$ cat src/rtl/comma_aligner.sv
// comma_aligner: recovers 10b symbol boundaries from the serial receive stream.
// Hunts for a K28.5 comma (either disparity) at any bit offset, confirms it over
// several boundary-aligned commas, then emits framed symbols until lock is lost
// through repeated misaligned commas, electrical idle or reset.
module comma_aligner #(
  parameter int                      SYMBOL_WIDTH = 10,
  parameter logic [SYMBOL_WIDTH-1:0] COMMA_POS    = 10'b0011111010,
  parameter logic [SYMBOL_WIDTH-1:0] COMMA_NEG    = 10'b1100000101,
  parameter int                      LOCK_COUNT   = 3,
  parameter int                      UNLOCK_COUNT = 4
) (
  input  logic                    clock,
  input  logic                    Reset_n,
  input  logic                    data_in,
  input  logic                    RXIDLE,
  output logic [SYMBOL_WIDTH-1:0] symbol_out,
  output logic                    symbol_strobe,
  output logic                    comma_det,
  output logic                    RXVALID,
  output logic                    align_error
);

  // Both counters share one width large enough for either threshold.
  localparam int CNT_MAX = (LOCK_COUNT > UNLOCK_COUNT) ? LOCK_COUNT : UNLOCK_COUNT;
  localparam int CNT_W   = $clog2(CNT_MAX + 1);
  localparam int PH_W    = (SYMBOL_WIDTH > 1) ? $clog2(SYMBOL_WIDTH) : 1;

  localparam logic [PH_W-1:0]  PH_LAST    = PH_W'(SYMBOL_WIDTH - 1);
  localparam logic [PH_W-1:0]  PH_ONE     = PH_W'(1);
  localparam logic [CNT_W-1:0] CNT_ONE    = CNT_W'(1);
  localparam logic [CNT_W-1:0] CNT_TOP    = CNT_W'(CNT_MAX);
  localparam logic [CNT_W-1:0] LOCK_THR   = CNT_W'(LOCK_COUNT);
  localparam logic [CNT_W-1:0] UNLOCK_THR = CNT_W'(UNLOCK_COUNT);

  typedef enum logic [1:0] {
    S_HUNT   = 2'd0,
    S_VERIFY = 2'd1,
    S_LOCKED = 2'd2
  } state_t;

  // Saturating increment: counters stick at their top value instead of wrapping.
  function automatic logic [CNT_W-1:0] sat_inc(input logic [CNT_W-1:0] cnt);
    return (cnt == CNT_TOP) ? cnt : cnt + CNT_ONE;
  endfunction

  // Phase advance with wrap at the last bit of a symbol.
  function automatic logic [PH_W-1:0] ph_inc(input logic [PH_W-1:0] ph);
    return (ph == PH_LAST) ? '0 : ph + PH_ONE;
  endfunction

  state_t                  r_state;
  state_t                  w_state_nxt;
  logic [SYMBOL_WIDTH-1:0] r_window_p0;
  logic [PH_W-1:0]         r_phase;
  logic [PH_W-1:0]         w_phase_nxt;
  logic [CNT_W-1:0]        r_match_cnt;
  logic [CNT_W-1:0]        w_match_cnt_nxt;
  logic [CNT_W-1:0]        r_miss_cnt;
  logic [CNT_W-1:0]        w_miss_cnt_nxt;
  logic [CNT_W-1:0]        w_match_inc;
  logic [CNT_W-1:0]        w_miss_inc;
  logic                    w_match;
  logic                    w_boundary;

  logic [SYMBOL_WIDTH-1:0] r_symbol_p1;
  logic [SYMBOL_WIDTH-1:0] w_symbol_nxt;
  logic                    r_vld_p1;
  logic                    w_vld_nxt;
  logic                    r_comma_p1;
  logic                    w_comma_nxt;
  logic                    r_rxvalid_p1;
  logic                    w_rxvalid_nxt;
  logic                    r_align_err_p1;
  logic                    w_align_err_nxt;

  // ---- stage p0: serial window, comma match and boundary flag ----

  // Shift each received bit into the LSB; the first-received bit ends up in the MSB.
  always_ff @(posedge clock or negedge Reset_n) begin
    if (!Reset_n) begin
      r_window_p0 <= '0;
    end else begin
      r_window_p0 <= {r_window_p0[SYMBOL_WIDTH-2:0], data_in};
    end
  end

  assign w_match     = (r_window_p0 == COMMA_POS) || (r_window_p0 == COMMA_NEG);
  assign w_boundary  = (r_phase == PH_LAST);
  assign w_match_inc = sat_inc(r_match_cnt);
  assign w_miss_inc  = sat_inc(r_miss_cnt);

  // Next-state, counter and framed-output decisions for the alignment FSM.
  always_comb begin
    w_state_nxt     = r_state;
    w_phase_nxt     = ph_inc(r_phase);
    w_match_cnt_nxt = r_match_cnt;
    w_miss_cnt_nxt  = r_miss_cnt;
    w_symbol_nxt    = r_symbol_p1;
    w_vld_nxt       = 1'b0;
    w_comma_nxt     = 1'b0;
    w_align_err_nxt = 1'b0;

    if (RXIDLE) begin
      // Electrical idle overrides every other event in the same cycle.
      w_state_nxt     = S_HUNT;
      w_phase_nxt     = '0;
      w_match_cnt_nxt = '0;
      w_miss_cnt_nxt  = '0;
    end else begin
      unique case (r_state)
        S_HUNT: begin
          if (w_match) begin
            // Restart the phase so that this match cycle counts as a boundary.
            w_phase_nxt     = '0;
            w_match_cnt_nxt = CNT_ONE;
            w_miss_cnt_nxt  = '0;
            if (CNT_ONE >= LOCK_THR) begin
              w_state_nxt  = S_LOCKED;
              w_symbol_nxt = r_window_p0;
              w_vld_nxt    = 1'b1;
              w_comma_nxt  = 1'b1;
            end else begin
              w_state_nxt = S_VERIFY;
            end
          end
        end

        S_VERIFY: begin
          if (w_match) begin
            if (w_boundary) begin
              w_match_cnt_nxt = w_match_inc;
              if (w_match_inc >= LOCK_THR) begin
                // The locking comma itself is the first framed symbol.
                w_state_nxt    = S_LOCKED;
                w_miss_cnt_nxt = '0;
                w_symbol_nxt   = r_window_p0;
                w_vld_nxt      = 1'b1;
                w_comma_nxt    = 1'b1;
              end
            end else begin
              // A comma at a new offset wins: realign and start counting again.
              w_phase_nxt     = '0;
              w_match_cnt_nxt = CNT_ONE;
            end
          end
        end

        S_LOCKED: begin
          if (w_boundary) begin
            w_symbol_nxt = r_window_p0;
            w_vld_nxt    = 1'b1;
            w_comma_nxt  = w_match;
            if (w_match) begin
              w_miss_cnt_nxt = '0;
            end
          end else if (w_match) begin
            // Misaligned comma: flag it but keep the established phase.
            w_align_err_nxt = 1'b1;
            w_miss_cnt_nxt  = w_miss_inc;
            if (w_miss_inc >= UNLOCK_THR) begin
              w_state_nxt     = S_HUNT;
              w_match_cnt_nxt = '0;
              w_miss_cnt_nxt  = '0;
            end
          end
        end

        default: begin
          w_state_nxt = S_HUNT;
        end
      endcase
    end
  end

  assign w_rxvalid_nxt = (w_state_nxt == S_LOCKED);

  // Alignment FSM state register.
  always_ff @(posedge clock or negedge Reset_n) begin
    if (!Reset_n) begin
      r_state <= S_HUNT;
    end else begin
      r_state <= w_state_nxt;
    end
  end

  // Phase and comma counters.
  always_ff @(posedge clock or negedge Reset_n) begin
    if (!Reset_n) begin
      r_phase     <= '0;
      r_match_cnt <= '0;
      r_miss_cnt  <= '0;
    end else begin
      r_phase     <= w_phase_nxt;
      r_match_cnt <= w_match_cnt_nxt;
      r_miss_cnt  <= w_miss_cnt_nxt;
    end
  end

  // ---- stage p1: registered framed outputs ----

  // Register the framed symbol, its strobe/comma flags, lock status and error pulse.
  always_ff @(posedge clock or negedge Reset_n) begin
    if (!Reset_n) begin
      r_symbol_p1    <= '0;
      r_vld_p1       <= 1'b0;
      r_comma_p1     <= 1'b0;
      r_rxvalid_p1   <= 1'b0;
      r_align_err_p1 <= 1'b0;
    end else begin
      r_symbol_p1    <= w_symbol_nxt;
      r_vld_p1       <= w_vld_nxt;
      r_comma_p1     <= w_comma_nxt;
      r_rxvalid_p1   <= w_rxvalid_nxt;
      r_align_err_p1 <= w_align_err_nxt;
    end
  end

  assign symbol_out    = r_symbol_p1;
  assign symbol_strobe = r_vld_p1;
  assign comma_det     = r_comma_p1;
  assign RXVALID       = r_rxvalid_p1;
  assign align_error   = r_align_err_p1;

endmodule
$ cat config.mk
export PLATFORM = sky130hd
export DESIGN_NAME = comma_aligner
export DESIGN_NICKNAME = d
export VERILOG_FILES = /design/src/rtl/comma_aligner.sv
export SDC_FILE = /design/constraint.sdc
export NUM_CORES = 1
export LEC_CHECK = 0
export BUFFER_PORTS_ARGS = -buffer_cell sky130_fd_sc_hd__buf_2
export CAP_MARGIN = 10
export CORE_MARGIN = 4
export CORE_UTILIZATION = 50
export DETAILED_ROUTE_END_ITERATION = 10
export PLACE_DENSITY = 0.69
export SYNTH_ARGS = -nofsm -noshare
export SYNTH_HDL_FRONTEND = slang
export SYNTH_SLANG_ARGS = --single-unit
$ cat constraint.sdc
create_clock -name clock -period 6.1 [get_ports clock]
set_clock_uncertainty 0.05 [all_clocks]
set_input_delay 0.61 -clock clock [delete_from_list [all_inputs] [get_ports clock]]
set_output_delay 0.61 -clock clock [all_outputs]
set_load 0.02 [all_outputs]
* Word-level counts from Yosys, hierarchy flattened *
Index checks and enable logic that the tools add are counted.

cells by class
  reduce and logical (&&, ||, !) cells = 7
  multiplexer cells = 52
  magnitude comparators = 2
  equality and inequality tests = 20
  add/sub/neg operators = 3
  bitwise logic cells = 1

operator list
  cell                    number
  $mux W3                 17
  $mux W10                4
  $ne A3 B3 Y1 const B    7
  $mux W4                 5
  $pmux W10 S2            1
  $pmux W3 S3             2
  $mux W2                 8
  $reduce_and A6 Y1       2
  $mux W1                 11
  $eq A10 B10 Y1 const B  1
  $eq A10 B8 Y1 const B   1
  $ne A2 B2 Y1 const B    4
  $pmux W4 S2             1
  $add A3 B1 Y3 const B   2
  $eq A3 B3 Y1 const B    2
  $pmux W2 S3             1
  $reduce_and A5 Y1       1
  $add A4 B1 Y4 const B   1
  $eq A2 B2 Y1 const B    2
  $eq A4 B4 Y1 const B    1
  $ne A4 B4 Y1 const B    1
  $pmux W1 S2             2
  $reduce_bool A4 Y1      1
  $ge A3 B2 Y1 const B    1
  6 further kinds         6

word-level totals
  register bits = 36
  output and inout bits = 14
  logic and storage cells = 95
  bits of input ports = 4

* Longest topological paths before layout *
Gate-level depths: netlist (run 1).

  word-level depth = 9
  gate-level depth with buffers = 8
  depth with buffers taken out = 7

* Worst setup path before layout (run 1) *
OpenSTA, ideal clock, no wires.

  path type = flip-flop to flip-flop
  from = reg r_match_cnt[1]
  to = reg r_symbol_p1[0], in the netlist symbol_out[0]
  data required time = 5.925 ns
  path slack = 3.961 ns
  stages on the path, launching flop included = 7
  library setup time = 0.125 ns
  arrival = 1.965 ns
  cells stage by stage = dfrtp_1 -> ha_1 -> or2_2 -> a221oi_1 -> a211oi_2 -> o211ai_4 -> mux2_2

between the ends
  cells in the longest elaborated chain, start to end = 5

RTL lines
  item                                           RTL line  RTL
  from (decl)                                    56        logic [CNT_W-1:0] r_match_cnt;
  from (signal assigned)                         194       r_match_cnt <= w_match_cnt_nxt;
  $add A3 B1 Y3 or $eq A3 B3 Y1 (tied branches)  43        return (cnt == CNT_TOP) ? cnt : cnt + CNT_ONE;
  $mux W3 *                                      43
  $ge A3 B2 Y1 *                                 132       if (w_match_inc >= LOCK_THR) begin
  $ne A2 B2 Y1 (no source line) *                -
  $reduce_and A6 Y1 (no source line) *           -
  to (signal assigned)                           210       r_symbol_p1 <= w_symbol_nxt;
  to (decl)                                      65        logic [SYMBOL_WIDTH-1:0] r_symbol_p1;

Every way passes the cells marked *; elsewhere a longest branch is shown, timed or not.
A chain may end at the register's enable or synchronous reset.

* Worst setup path in the final report (run 1) *
  from = reg r_match_cnt[0]
  to = reg r_symbol_p1[2], in the netlist symbol_out[2]

The elaborated chain is that of the path after synthesis.

==> results of run 1 <==
power groups by stage:
stage	clock [mW]	combinational, mW	sequential, mW
floorplan	0	0.0476	0.342
global placement	0	0.134	0.301
detailed placement	0	0.137	0.303
CTS	0.173	0.138	0.299
global route	0.184	0.147	0.305
finish	0.168	0.136	0.298
per-stage QoR:
step	area, um2	cells
after floorplan	1742	148
after global placement	1857	207
after detailed placement	1857	207
after CTS	1937	215
after global routing	1937	215
final	1937	215
worst paths after layout:
check,from,end,slack (ns),cells after the start
max,r_match_cnt[0],symbol_out[2],3.78,6
min,Reset_n,r_state[1],0.27,1
max reg2reg,r_match_cnt[0],symbol_out[2],3.78,6
min reg2reg,r_window_p0[3],r_window_p0[4],0.39,0
max in group asynchronous,Reset_n,r_miss_cnt[0],5.24,1
min in group clock,data_in,r_window_p0[0],0.32,1
layout by cell type (no fill, tap or decap), types with 2 or more instances in the layout:
master | synthesis | final
inv_1 | 8 | 8
ha_1 | 11 | 11
and3b_1 | 2 | 2
nand3b_1 | 2 | 2
a21oi_1 | 2 | 2
a221oi_1 | 2 | 2
nor3_1 | 6 | 6
o21ai_0 | 6 | 6
and4_1 | 2 | 2
nor4_1 | 3 | 3
nor2_1 | 12 | 12
buf_2 | 0 | 17
clkbuf_4 | 0 | 5
dfrtp_1 | 36 | 36
nand4_1 | 3 | 3
and2_1 | 2 | 2
nand2_1 | 7 | 7
mux2_2 | 11 | 11
nand2b_1 | 3 | 3
routing by layer:
metal / wire length, um / part of all wire / GRT usage
met1: 1391 / 0.43 / 0.2022
met3: 206 / 0.063 / 0.05228
met4: 58 / 0.018 / 0.08101
met2: 1608 / 0.49 / 0.2871
met5: 0 / 0 / 0
registers in the layout, summed over array words and instances (netlist names), 2 cells and up:
signal,cells
r_window_p0,10
r_phase,4
r_miss_cnt,3
r_match_cnt,3
symbol_out,10
r_state,2
layout make-up:
cell class	instances	area (um2)
inverters	8	30.03
clock inverters	3	42.54
repair buffers	17	85.08
flip-flops and latches	36	900.9
clock buffers	5	37.54
fillers	319	1426
well taps	46	57.56
multi-input cells	100	783.3
logic make-up (layout without fill, tap and decap cells):
kind of cell | after synthesis | after routing | share of synthesized area
DFF | 36 | 36 | 0.5172
buffers and inverters | 12 | 33 | 0.03304
AOI/OAI and AO/OA | 26 | 26 | 0.1207
adders and majority gates | 11 | 11 | 0.07902
xor gates and xnor gates | 2 | 2 | 0.01006
muxes | 11 | 11 | 0.07112
and+or+nand+nor | 50 | 50 | 0.1688
==> results by group, run 1 <==
Floorplan
  • Die width: 67.02 um
  • Io pins: 18
  • Die area: 4492 um2
  • Site Rows: 21
  • Core region area: 3363 um2
  • Initial Util: 0.5179
  • Die Height: 67.02 um

GRT
  • First-pass GRT wire length: 5768 um
  • GR Overflow Total: 0
  • Largest net degree at the start of global routing: 37
  • Total track usage: 0.1729
  • Vias in the first global route: 1,269
  • Initial antenna violation count: 0

Clocking
  • Clock Tree Root: clkbuf_4
  • Worst-skew pair later-pin latency: 0.35 ns
  • Inserted Clock Buffers: 5
  • CTS sink cnt: 36
  • Post-CTS Setup Repair Bufs: 0
  • Clk pin slew, worst setup/hold paths: 0.11 ns
  • H-tree depth: 2
  • CTS tree: built
  • Clock Path Buffers: 2
  • Post-cts sizing count: 0
  • Hold Buf Count CTS: 0

Worst setup path
  • Crit-path cells: ha_1, or2_2, a221oi_1, a211oi_2, o211ai_4, mux2_2
  • Crit end category: flop
  • Setup Crit Path Kind: flop to flop
  • Top delay family on crit path: compound AO/OA/AOI/OAI gates
  • WP data required: 6.29 ns
  • Critical Path AT: 2.51 ns
  • Slowest cell on crit path: dfrtp_1
  • CP Launch Type: flop
  • CP max FO: 10
  • Max incr delay on CP: 0.42 ns
  • Buf/Inv on CP: 0

Final layout
  • Layout cells sized above 1: 0.2544
  • Nets: 183
  • N_diodes: 0
  • Layout area overhead: 11.21%
  • Post-layout util: 0.5759

Job
  • Max-cap viol count: 0

Yosys
  • Cell taking the most area after synthesis: dfrtp_1
  • Post-synth EDFFs: 0
  • Syn Std Cell Area: 1742 um2
  • Most common cell in the netlist: dfrtp_1
  • Synth Instances: 148
  • Yosys synthesis warning count: 0
  • Unique masters post-synth: 47
  • Post-Syn Nets: 163
  • Synth top area cells: dfrtp_1 (52%), ha_1 (7.9%), mux2_2 (7.1%), nor2_1 (2.6%), nor3_1 (1.7%)
  • Top FF cell, synth: dfrtp_1
  • Average size of a mapped cell: 11.77 um2
  • Most frequent cells after synthesis: dfrtp_1 (36), nor2_1 (12), ha_1 (11), mux2_2 (11), inv_1 (8)
  • Ys async rst share: 1.000
  • Seq/Total Area, Yosys: 0.5172
  • Area share of the largest cell type after synthesis: 0.5172
  • Register bit total from synthesis: 36

STA
  • Setup ws final: 3.782 ns
  • Final hold slack: 0.2730 ns
  • Worst-Margin Slew: 0.7614 ns
  • Crit path time final: 2.318 ns
  • Setup Total Neg Slack: 0 ns
  • RSZ-0062 raised after global routing: false
  • Relative slew slack: 0.4924
  • Final Hold Vio Count: 0
  • Tcrit/Tclk final: 0.3800
  • Slew Limit Fails: 0
  • Setup-failing EPs final: 0
  • Fmax: 0.4314 GHz

Power and ir drop
  • Design Power: 0.6024 mW
  • Power Density: 311.0 nW/um2
  • Switching pwr: 0.1850 mW
  • Clock power share: 0.279
  • Seq pwr share: 0.495
  • Peak supply drop: 211.3 uV
  • Combinational group share of total power: 0.226
  • Switching part of the total: 0.3072
  • Cell-internal power: 0.4173 mW
  • LEAKAGE: 0.8781 nW

Detailed routing
  • Via density: 5.791
  • Antenna viol nets, final: 0
  • Routed vias: 1,245
  • First-pass DRT Iterations: 4
  • Routed len/inst: 15.18 um
  • DR DRC count: 0
  • Drt total wl: 3264 um
  • Initial drt markers: 72

Placed design
  • Buffers on Ports: 17
  • Final HPWL DP: 2348 um
  • Dpl ws: 3.754 ns
  • Placer Congestion: 0.9712

Min path
  • Worst Hold Class: input port to asynchronous set/reset pin

Status
  • Status: complete, no violations
Power figures use the tool's default switching activity.
==> inputs of run 2 (changes only) <==
--- a/config.mk
+++ b/config.mk
@@ -10,7 +10,7 @@
 export CORE_MARGIN = 4
 export CORE_UTILIZATION = 50
 export DETAILED_ROUTE_END_ITERATION = 10
-export PLACE_DENSITY = 0.69
+export PLACE_DENSITY = 0.72
 export SYNTH_ARGS = -nofsm -noshare
 export SYNTH_HDL_FRONTEND = slang
 export SYNTH_SLANG_ARGS = --single-unit
==> constraint.sdc (replaced) <==
create_clock -name clock -period 1.9 [get_ports clock]
set_clock_uncertainty 0.05 [all_clocks]
set_input_delay 0.19 -clock clock [delete_from_list [all_inputs] [get_ports clock]]
set_output_delay 0.19 -clock clock [all_outputs]
set_load 0.02 [all_outputs]
==> run 2 against run 1 <==
Effect of this change:
- wire length grew 27%
- the run now ends with negative setup slack left
- final cell count grew 21%
- maximum frequency grew 8.8%
- global-route usage grew 3.6 points
- critical path type unchanged
- non-clock buffer count grew 45
- sequential share of layout area shrank 11 points
- largest cell class is now multi-input gates
==> results by group, run 2 (synthesized netlist as in run 1, its figures left out) <==
Floorplan
  • Core region area: 3363 um2
  • Die area: 4492 um2
  • Die width: 67.02 um
  • Initial Util: 0.5179
  • Io pins: 18
  • Site Rows: 21
  • Die Height: 67.02 um

STA
  • Setup ws final: -0.2311 ns
  • Setup-failing EPs final: 19
  • Final Hold Vio Count: 0
  • Worst-Margin Slew: 0.7495 ns
  • Final hold slack: 0.1144 ns
  • RSZ-0062 raised after global routing: true
  • Tcrit/Tclk final: 1.122
  • Relative slew slack: 0.5003
  • Slew Limit Fails: 0
  • Fmax: 0.4692 GHz
  • Crit path time final: 2.131 ns

Worst setup path
  • Crit end category: flop
  • CP Launch Type: flop
  • Critical R2R Launch: r_window_p0[4]
  • CP max FO: 6
  • Worst reg-to-reg setup slack: -0.23 ns
  • Worst setup path endpoint: symbol_out[7]
  • Worst r2r path cells: 6
  • Reg-to-reg endpoint: symbol_out[7]
  • Worst Setup SP: r_window_p0[4]
  • Setup Crit Path Kind: flop to flop
  • WP data required: 2.09 ns
  • Critical Path AT: 2.33 ns

Clocking
  • Clk pin slew, worst setup/hold paths: 0.12 ns
  • H-tree depth: 2
  • Inserted Clock Buffers: 5
  • Worst-skew pair later-pin latency: 0.36 ns
  • Clock Path Buffers: 2
  • CTS tree: built
  • CTS sink cnt: 36
  • Clock Tree Root: clkbuf_4

Detailed routing
  • Drt total wl: 4153 um
  • Antenna viol nets, final: 0
  • DR DRC count: 0
  • Via density: 5.527
  • First-pass DRT Iterations: 4
  • Initial drt markers: 70
  • Routed len/inst: 15.97 um
  • Routed vias: 1,437

Power and ir drop
  • Peak supply drop: 976.8 uV
  • LEAKAGE: 1.163 nW
  • Design Power: 2.099 mW
  • Power Density: 829.7 nW/um2

GRT
  • Total track usage: 0.2091
  • Initial antenna violation count: 0
  • First-pass GRT wire length: 6762 um
  • Vias in the first global route: 1,470
  • Largest net degree at the start of global routing: 37
  • GR Overflow Total: 0

Placed design
  • Placer Congestion: 0.8751
  • Dpl ws: -0.2831 ns
  • Buffers on Ports: 17
  • Final HPWL DP: 2617 um

Min path
  • Worst Hold Class: input port to flop
  • Hold Crit Depth: 2

Status
  • Failing checks: negative setup slack
  • Status: finished, violations left

Job
  • Max-cap viol count: 0

Final layout
  • Most frequent cells in the layout: buf_4 (36), dfrtp_1 (34), buf_2 (17), nor2_1 (11), mux2_4 (10)
  • Most common cell after layout, fill and taps aside: buf_4
  • Layout area overhead: 45.26%
  • Layout cells sized above 1: 0.5327
  • Post-layout util: 0.7522
  • Nets: 228
  • N_diodes: 0
==> run 2: power by group <==
part	total (mW)	leakage [nW]	internal [mW]	switching, mW
Clock	0.558	0.0418	0.281	0.277
Combinational	0.574	0.663	0.283	0.291
Sequential	0.968	0.458	0.889	0.0791
==> run 2: stage by stage <==
| stage | instance area, um2 | cells | setup TNS (ns) |
|---|---|---|---|
| 6_report | 2530 | 260 | -2.916 |
| 5_1_grt | 2530 | 260 | -4.736 |
| 4_1_cts | 2405 | 257 | -1.894 |
| 3_5_place_dp | 2125 | 240 | -3.392 |
| 3_3_place_gp | 2125 | 240 | -2.618 |
| 2_1_floorplan | 1762 | 148 | -1.202 |
==> run 2: worst min path at each step <==
stage,to,start,slack [ns]
after CTS,r_match_cnt[0],RXIDLE,0.07
after global placement,RXVALID,Reset_n,0.24
after detailed placement,r_window_p0[0],data_in,0.25
after floorplan,RXVALID,Reset_n,-0.16
final,r_match_cnt[0],RXIDLE,0.11
after global routing,r_match_cnt[0],RXIDLE,0.11
==> run 2: final cells by class <==
class,instances,area (um2)
Inverter,8,30.03
Multi-Input combinational cell,100,1001
Timing Repair Buffer,62,454.2
Clock buffer,5,37.54
Fill cell,225,833.3
Sequential cell,36,903.4
Clock inverter,3,46.29
Tap cell,46,57.56
==> run 2: metal layers <==
metal  share of wire  global-route usage  up-vias
met5               0                   0        -
met4           0.027              0.1139        0
met3           0.039             0.05734        9
met2            0.49              0.3350       43
met1            0.44              0.2524      707
li1                -                   -      678
==> run 2: critical path: stages (launching register included) <==
cell	delay (ns)
dfrtp_1	0.44
nand4_1	0.15
or4_4	0.55
a211oi_4	0.27
o211ai_4	0.11
buf_6	0.16
mux2_4	0.30
==> run 2: timing repair <==
action | CTS | global route
buffers inserted | 7 | 4
pin swaps | 12 | 9
hold endpoints to repair | 37 | 0
gates resized for setup | 23 | 27
hold buffers | 2 | 0
endpoints found under the setup margin | 19 | 25
==> inputs of run 3 (changes only) <==
--- a/config.mk
+++ b/config.mk
@@ -7,7 +7,8 @@
 export LEC_CHECK = 0
 export BUFFER_PORTS_ARGS = -buffer_cell sky130_fd_sc_hd__buf_2
 export CAP_MARGIN = 10
-export CORE_MARGIN = 4
+export CORE_ASPECT_RATIO = 0.7
+export CORE_MARGIN = 2
 export CORE_UTILIZATION = 50
 export DETAILED_ROUTE_END_ITERATION = 10
 export PLACE_DENSITY = 0.72
==> run 3 against run 2 <==
Effect of this change:
- the flow still finishes with violations (negative setup slack)
- sequential share of layout area shrank 1.5 points
- utilization grew 6.8 points
- non-clock buffer count grew 8
- clock power grew 8.4%
- critical path type unchanged
==> results by group, run 3 (synthesized netlist as in run 1, its figures left out) <==
Floorplan
  • Initial Util: 0.5387
  • Core region area: 3233 um2
  • Die width: 74.54 um
  • Die Height: 53.38 um
  • Io pins: 18
  • Site Rows: 17
  • Die area: 3979 um2

STA
  • Slew Limit Fails: 0
  • Tcrit/Tclk final: 1.175
  • Final Hold Vio Count: 0
  • RSZ-0062 raised after global routing: true
  • Crit path time final: 2.232 ns
  • Relative slew slack: 0.4620
  • Fmax: 0.4481 GHz
  • Worst-Margin Slew: 0.8070 ns
  • Setup-failing EPs final: 20
  • Setup ws final: -0.3316 ns

Clocking
  • Clock Tree Root: clkbuf_8
  • Inserted Clock Buffers: 5
  • H-tree depth: 2
  • Clock Path Buffers: 2
  • CTS sink cnt: 36
  • CTS tree: built
  • Clk pin slew, worst setup/hold paths: 0.07 ns
  • Worst-skew pair later-pin latency: 0.30 ns

Worst setup path
  • Reg-to-reg endpoint: symbol_out[1]
  • Worst Setup SP: r_window_p0[7]
  • Critical R2R Launch: r_window_p0[7]
  • Critical Path AT: 2.36 ns
  • CP max FO: 5
  • WP data required: 2.03 ns
  • Worst setup path endpoint: symbol_out[1]
  • Setup Crit Path Kind: flop to flop
  • CP Launch Type: flop
  • Worst r2r path cells: 5
  • Worst reg-to-reg setup slack: -0.33 ns
  • Crit end category: flop

Status
  • Status: finished, violations left
  • Failing checks: negative setup slack

Final layout
  • Most frequent cells in the layout: buf_4 (42), dfrtp_1 (32), buf_2 (17), nor2_1 (11)
  • Nets: 237
  • Layout area overhead: 52.23%
  • FILL cells: 190
  • Most common cell after layout, fill and taps aside: buf_4
  • N_diodes: 0
  • Layout Cell Area excl Fill: 2651 um2
  • Layout cells sized above 1: 0.5676

Detailed routing
  • DR DRC count: 0
  • Antenna viol nets, final: 0
  • Drt total wl: 5279 um
  • Via density: 5.892
  • Initial drt markers: 144
  • First-pass DRT Iterations: 4
  • Routed len/inst: 19.62 um
  • Routed vias: 1,585

Min path
  • Worst Hold Class: input port to flop

Power and ir drop
  • Switching part of the total: 0.3167
  • LEAKAGE: 1.186 nW
  • Combinational group share of total power: 0.265
  • Clock power share: 0.282
  • Power Density: 807.6 nW/um2
  • Peak supply drop: 618.9 uV
  • Design Power: 2.141 mW
  • Seq pwr share: 0.452
  • Switching pwr: 0.6782 mW
  • Cell-internal power: 1.463 mW

GRT
  • Initial antenna violation count: 0
  • Largest net degree at the start of global routing: 37
  • First-pass GRT wire length: 7072 um
  • GR Overflow Total: 0
  • Total track usage: 0.2510
  • Vias in the first global route: 1,443

Placed design
  • Final HPWL DP: 2812 um
  • Dpl ws: -0.2866 ns
  • Area post-placement: 2096 um2
  • Buffers on Ports: 17
  • Placer Congestion: 0.9048

Job
  • Max-cap viol count: 0
run 3: cell types whose count changed in the layout (fill, tap and decap cells not counted), sizes merged:
cell,previous run,this run
inv,9,8
buf,60,68
bufinv,1,0
clkinvlp,1,0
o211ai,1,2
clkbuf,5,7
run 3: repair_timing:
| item | CTS | global route |
|---|---|---|
| buffers inserted | 5 | 18 |
| hold buffers | 2 | 0 |
| endpoints found under the hold margin | 37 | 0 |
| endpoints found under the setup margin | 23 | 25 |
| cloned | 1 | 0 |
| gates resized for setup | 18 | 38 |
| pin swaps | 10 | 16 |
run 3: power by group through the flow:
stage	clock (mW)	sequential (mW)	combinational [mW]
3_3_place_gp	0	0.959	0.470
4_1_cts	0.591	0.955	0.510
6_report	0.605	0.969	0.568
2_1_floorplan	0	1.10	0.159
3_5_place_dp	0	0.964	0.488
5_1_grt	0.642	0.981	0.598
run 3: cell type report:
cell class	count	area, um2	share of cell area
repair buffers	70	521.8	0.1968
inverters	8	30.03	0.01133
flip-flops and latches	36	905.9	0.3417
well taps	47	58.81	0.02218
multi-input cells	101	1039	0.3917
clock buffers	7	96.34	0.03634
run 3: metrics by stage:
step                      hold WS [ns]  utilization  TNS (ns)  instances
after global routing            0.1719       0.8200    -5.329        269
final                           0.1672       0.8200    -4.519        269
after floorplan                -0.1556            -    -1.202        148
after CTS                       0.1516       0.7248    -2.983        252
after global placement          0.2410       0.6482    -2.833        237
after detailed placement        0.2542       0.6482    -3.770        237
run 3: how the worst min path moves through the flow:
stage	start	endpoint	slack (ns)	cells after the start
after floorplan	Reset_n	RXVALID	-0.16	0
after global placement	Reset_n	r_phase[1]	0.24	1
after detailed placement	data_in	r_window_p0[0]	0.25	1
after CTS	RXIDLE	r_match_cnt[1]	0.15	2
after global routing	RXIDLE	r_match_cnt[0]	0.17	2
final	RXIDLE	r_match_cnt[0]	0.17	2
run 3: critical path: stages (launching register included):
cell and delay, ns:
dfrtp_2 0.42, nand4_1 0.16, or4_4 0.59, a211oi_4 0.37
o211ai_4 0.18, mux2_4 0.35
run 3: routing by layer:
metal	global-route usage	part of all wire
met5	0	0
met4	0.1190	0.039
met2	0.3732	0.48
met1	0.3353	0.41
met3	0.07429	0.062
